===== config.mk =====
export PLATFORM = sky130hd
export DESIGN_NAME = sc_core_oz_rf_wb
export DESIGN_NICKNAME = d
export VERILOG_FILES = /design/src/rtl/sc_core_oz_rf_wb.sv
export SDC_FILE = /design/constraint.sdc
export NUM_CORES = 2
export LEC_CHECK = 0
export CAP_MARGIN = 0
export CORE_ASPECT_RATIO = 1.25
export CORE_MARGIN = 4
export CORE_UTILIZATION = 58
export CTS_BUF_LIST = sky130_fd_sc_hd__clkbuf_2
export DETAILED_ROUTE_END_ITERATION = 16
export HOLD_SLACK_MARGIN = 0.08
export PLACE_DENSITY = 0.79
export SKIP_CTS_REPAIR_TIMING = 1
export SLEW_MARGIN = 40
export SYNTH_ARGS = -nofsm -noshare
export SYNTH_HDL_FRONTEND = slang
export SYNTH_SLANG_ARGS = --single-unit

===== constraint.sdc =====
create_clock -name clk -period 2.2 [get_ports clk]
set_input_delay 0.44 -clock clk [delete_from_list [all_inputs] [get_ports clk]]
set_output_delay 0.44 -clock clk [all_outputs]
set_load 0.005 [all_outputs]

===== src/rtl/sc_core_oz_rf_wb.sv =====
// sc_core_oz_rf_wb: write-back stage and 32x32 integer register file for the
// single-cycle RV32I core. Two combinational operand read ports (rs1/rs2), a
// debug read port, a retired-write counter and the last committed index.
// Optional build macro SC_CORE_OZ_RF_BYPASS_EN: a read port addressing the
// register being committed returns wb_data in the same cycle instead of the
// pre-commit contents.
module sc_core_oz_rf_wb #(
    parameter int unsigned XLEN     = 32,
    parameter int unsigned NUM_REGS = 32,
    parameter int unsigned CNT_W    = 32,
    localparam int unsigned AW      = $clog2(NUM_REGS)
) (
    input  logic            clk,
    input  logic            rst,
    input  logic            wb_en,
    input  logic [AW-1:0]   wb_rd,
    input  logic [XLEN-1:0] wb_data,
    input  logic [AW-1:0]   rs1_addr,
    input  logic [AW-1:0]   rs2_addr,
    output logic [XLEN-1:0] rs1_data,
    output logic [XLEN-1:0] rs2_data,
    input  logic [AW-1:0]   dbg_addr,
    output logic [XLEN-1:0] dbg_data,
    output logic [CNT_W-1:0] wb_cnt,
    output logic [AW-1:0]   wb_last_rd
);

    // Flat array so a single reset edge can clear every register.
    logic [XLEN-1:0]  r_regs [NUM_REGS];
    logic [CNT_W-1:0] r_wb_cnt;
    logic [AW-1:0]    r_wb_last_rd;
    logic             w_commit;

    assign w_commit = wb_en && (wb_rd != '0);

    // Read-port select: x0 is hard-wired to zero; optional same-cycle bypass.
    function automatic logic [XLEN-1:0] f_read(input logic [AW-1:0] a,
                                               input logic [XLEN-1:0] stored);
        logic [XLEN-1:0] v;
        if (a == '0) begin
            v = '0;
        end else begin
`ifdef SC_CORE_OZ_RF_BYPASS_EN
            if (w_commit && (a == wb_rd)) begin
                v = wb_data;
            end else begin
                v = stored;
            end
`else
            v = stored;
`endif
        end
        return v;
    endfunction

    // Register file, commit counter and last-index update; reset overrides commit.
    always_ff @(posedge clk) begin
        if (rst) begin
            for (int unsigned i = 0; i < NUM_REGS; i++) begin
                r_regs[i] <= '0;
            end
            r_wb_cnt     <= '0;
            r_wb_last_rd <= '0;
        end else if (w_commit) begin
            r_regs[wb_rd] <= wb_data;
            r_wb_cnt      <= r_wb_cnt + CNT_W'(1);
            r_wb_last_rd  <= wb_rd;
        end
    end

    // Three independent combinational read ports.
    always_comb begin
        rs1_data = f_read(rs1_addr, r_regs[rs1_addr]);
        rs2_data = f_read(rs2_addr, r_regs[rs2_addr]);
        dbg_data = f_read(dbg_addr, r_regs[dbg_addr]);
    end

    assign wb_cnt     = r_wb_cnt;
    assign wb_last_rd = r_wb_last_rd;

endmodule


==> out/results.ini <==
[status]
status=finished, violations left
violations=setup timing

[synth]
ys_ff_latch=1061
syn_avg_cell_area_sq_um=14.3
yosysWarnings=0
synth_top_area_share=0.474
synthArstFlopShare=0
synth_area_leaders=edfxtp_1, mux4_2, and2_1
synth.largest_area_cell=edfxtp_1
synth-seq-area-share=0.486
synth_most_common_cell=edfxtp_1
synth.distinct_cells=53
synthesis.area_sq_um=64800
synthTopCellsByCount=edfxtp_1, and2_1, mux4_2
synthCells=4541
synth_ff_type=edfxtp_1
synth_edf_count=1024

[finish]
final_cells=7125
design_area_sq_um=80500
drive_gt1_frac=0.465
area_delta_synth_final_pct=24.1
nets=5526

[clock_tree]
cts.clk_slew.worst_paths_ns=0.10
cts_root_buffer=clkbuf_2
cts_max_level=5
numClockSinks=1061
clockBufferDepth=4
tritoncts=built
clk_latency_ns=1.77
cts_buffers=284

[detailed_routing]
dr.pass1.iters=9
finalWirelength_microns=269000
drcViolationCount=0
vias=53600
drt_iter0_markers=9883
viasPerCell=7.52
antenna_left=0
wl_per_cell_microns=37.7

[setup_path]
critical_path_required_ns=1.76
critPathSlowestCell=mux4_2
worstPathCellList=buf_6 > mux4_2 > mux2_4 > o21ai_2 > a311oi_2 > buf_4 > clkbuf_2
rr_endpoint=wb_cnt[23]$_SDFFE_PP0P_
worstReg2RegStart=wb_cnt[8]$_SDFFE_PP0P_
reg2reg_depth=6
cp.arrival_ns=3.68
start_kind=flop
worstSetupEndpointType=output pin
crit_type=flop to output pin
rrSetupSlack_ns=-0.06
path_max_fanout=2
slowest_delay_ns=0.47

[power_and_ir_drop]
irDropWorstVdd_v=0.000570
powerDensity_nw_per_um2=601
switching_share=0.312
p_seq_frac=0.497
p_switching_mw=15.1
total_power_mw=48.4
p_int_mw=33.2
p_leak_nw=29.5
pwr-share-clk=0.278
comb_power_share=0.224

[hold_path]
hold_path_depth=5
hold_path_end=wb_last_rd[0]$_SDFFE_PP0P_
hp-start=wb_rd[0]
hold_class=input port to flop

[grt]
grt_pass1_vias=53100
grt_max_degree=44
met1_usage=0.521
grt-busiest-layer=met2
grtUsageTotal=0.448
gr-usage-met3=0.188
grt_overflow=0
use_met2=0.659
grt_pass1_wl_microns=367000
antenna_found_initial=34

[sta]
relSlewSlack=0.139
finalSetupViolations=142
min_period_ns=4.12
period_share=1.87
fin_ws_ns=-1.92
fmax_mhz=243
whs_ns=0.104
slew_violations=0
hold_viol=0
tightest_slew_ns=1.29
skew_ns=0.105
grt_setup_unrepaired=yes

[job]
maxCapViolCount=0

[placed_design]
gp_congestion=1.04
pre_cts_ws_ns=-1.45
placed_cells=6537
io_buffers=187
hpwl_microns=181000
placed_cell_area_sq_um=75200

[floorplanning]
start_util=0.587
fp.dieH_microns=382
die_w_microns=307
core_area_sq_um=110000
io_pins=188
rows=136
die_area_sq_um=117000

-- metal layers --
| layer | vias up | share of wire |
|---|---|---|
| li1 | 19900 | - |
| met3 | 1839 | 0.17 |
| met2 | 5994 | 0.43 |
| met1 | 25800 | 0.29 |
| met5 | - | 0.00049 |
| met4 | 18 | 0.10 |
-- layout by cell type (no fill, tap or decap), drive strengths merged, types with 8 or more instances in the layout --
master and n:
a21oi 23, mux2 103, clkdlybuf4s50 37, mux4 672
a22oi 99, o31ai 13, buf 993, or4 16
nor2 56, nor2b 110, clkinv 78, nand2 155
clkbuf 421, nand4 8, or2 35, and2 997
a311oi 96, diode 37, dfxtp 37, nand3 13
or3 9, a221oi 25, o2111ai 73, mux2i 193
o21ai 130, a211oi 96, edfxtp 1024, dlygate4sd3 50
conb 32
-- how the worst max path moves through the flow --
stage                                 start           end  slack [ns]  depth (start not counted)
3_5_place_dp                    rs1_addr[2]  rs1_data[14]       -1.45                          8
6_report        r_regs[7][27]$_SDFFCE_PN0P_  rs1_data[27]       -1.92                          7
5_1_grt        r_regs[18][14]$_SDFFCE_PN0P_  rs1_data[14]       -2.02                          7
3_3_place_gp                    dbg_addr[1]  dbg_data[12]       -1.45                          6
4_1_cts          r_regs[1][6]$_SDFFCE_PN0P_   rs2_data[6]       -2.66                          6
2_1_floorplan                   rs1_addr[0]   rs1_data[0]       -0.04                          6
-- logic make-up after synthesis --
group	share of synthesized area
simple gates	0.131
compound gates	0.0627
buf+inv	0.0385
fa+ha+maj	0.000193
xor+xnor	0.000405
mux	0.281
flops	0.486
other cells	0.0000578
-- power by group through the flow --
stage          logic, mW  registers, mW  clock network, mW
2_1_floorplan       4.94           24.1                  0
3_3_place_gp        9.53           24.3                  0
3_5_place_dp        9.65           24.4                  0
4_1_cts             9.69           24.0               13.4
5_1_grt             11.0           24.1               14.5
6_report            10.8           24.0               13.5
-- sequential cells by signal, indices dropped and copies added, names as in the netlist --
name,count
wb_last_rd,5
wb_cnt,32
r_regs,1024
-- per-stage QoR --
stage | util | setup TNS (ns)
5_1_grt | 0.728 | -193.74
2_1_floorplan | - | -2.75
3_3_place_gp | 0.681 | -444.61
3_5_place_dp | 0.681 | -502.75
4_1_cts | 0.701 | -252.99
6_report | 0.729 | -184.26
-- cell type report --
type                       count  area, sq um
inverter                       5         22.5
timing repair buffer        1133        11100
multi-input combinational   2985        33500
sequential                  1061        31600
antenna                       37         92.6
clock inverter                81          405
clock buffer                 374         1870
tap                         1449         1810
fill                        6830        30000
-- worst max-delay path: cells and delay by family, from the launching register on --
family / cells / cell delay (ns)
AOI/OAI and AO/OA: 2 / 0.26
buffers and inverters: 3 / 0.47
DFF: 1 / 0.43
muxes: 2 / 0.77
(Power assumes the default switching activity.)
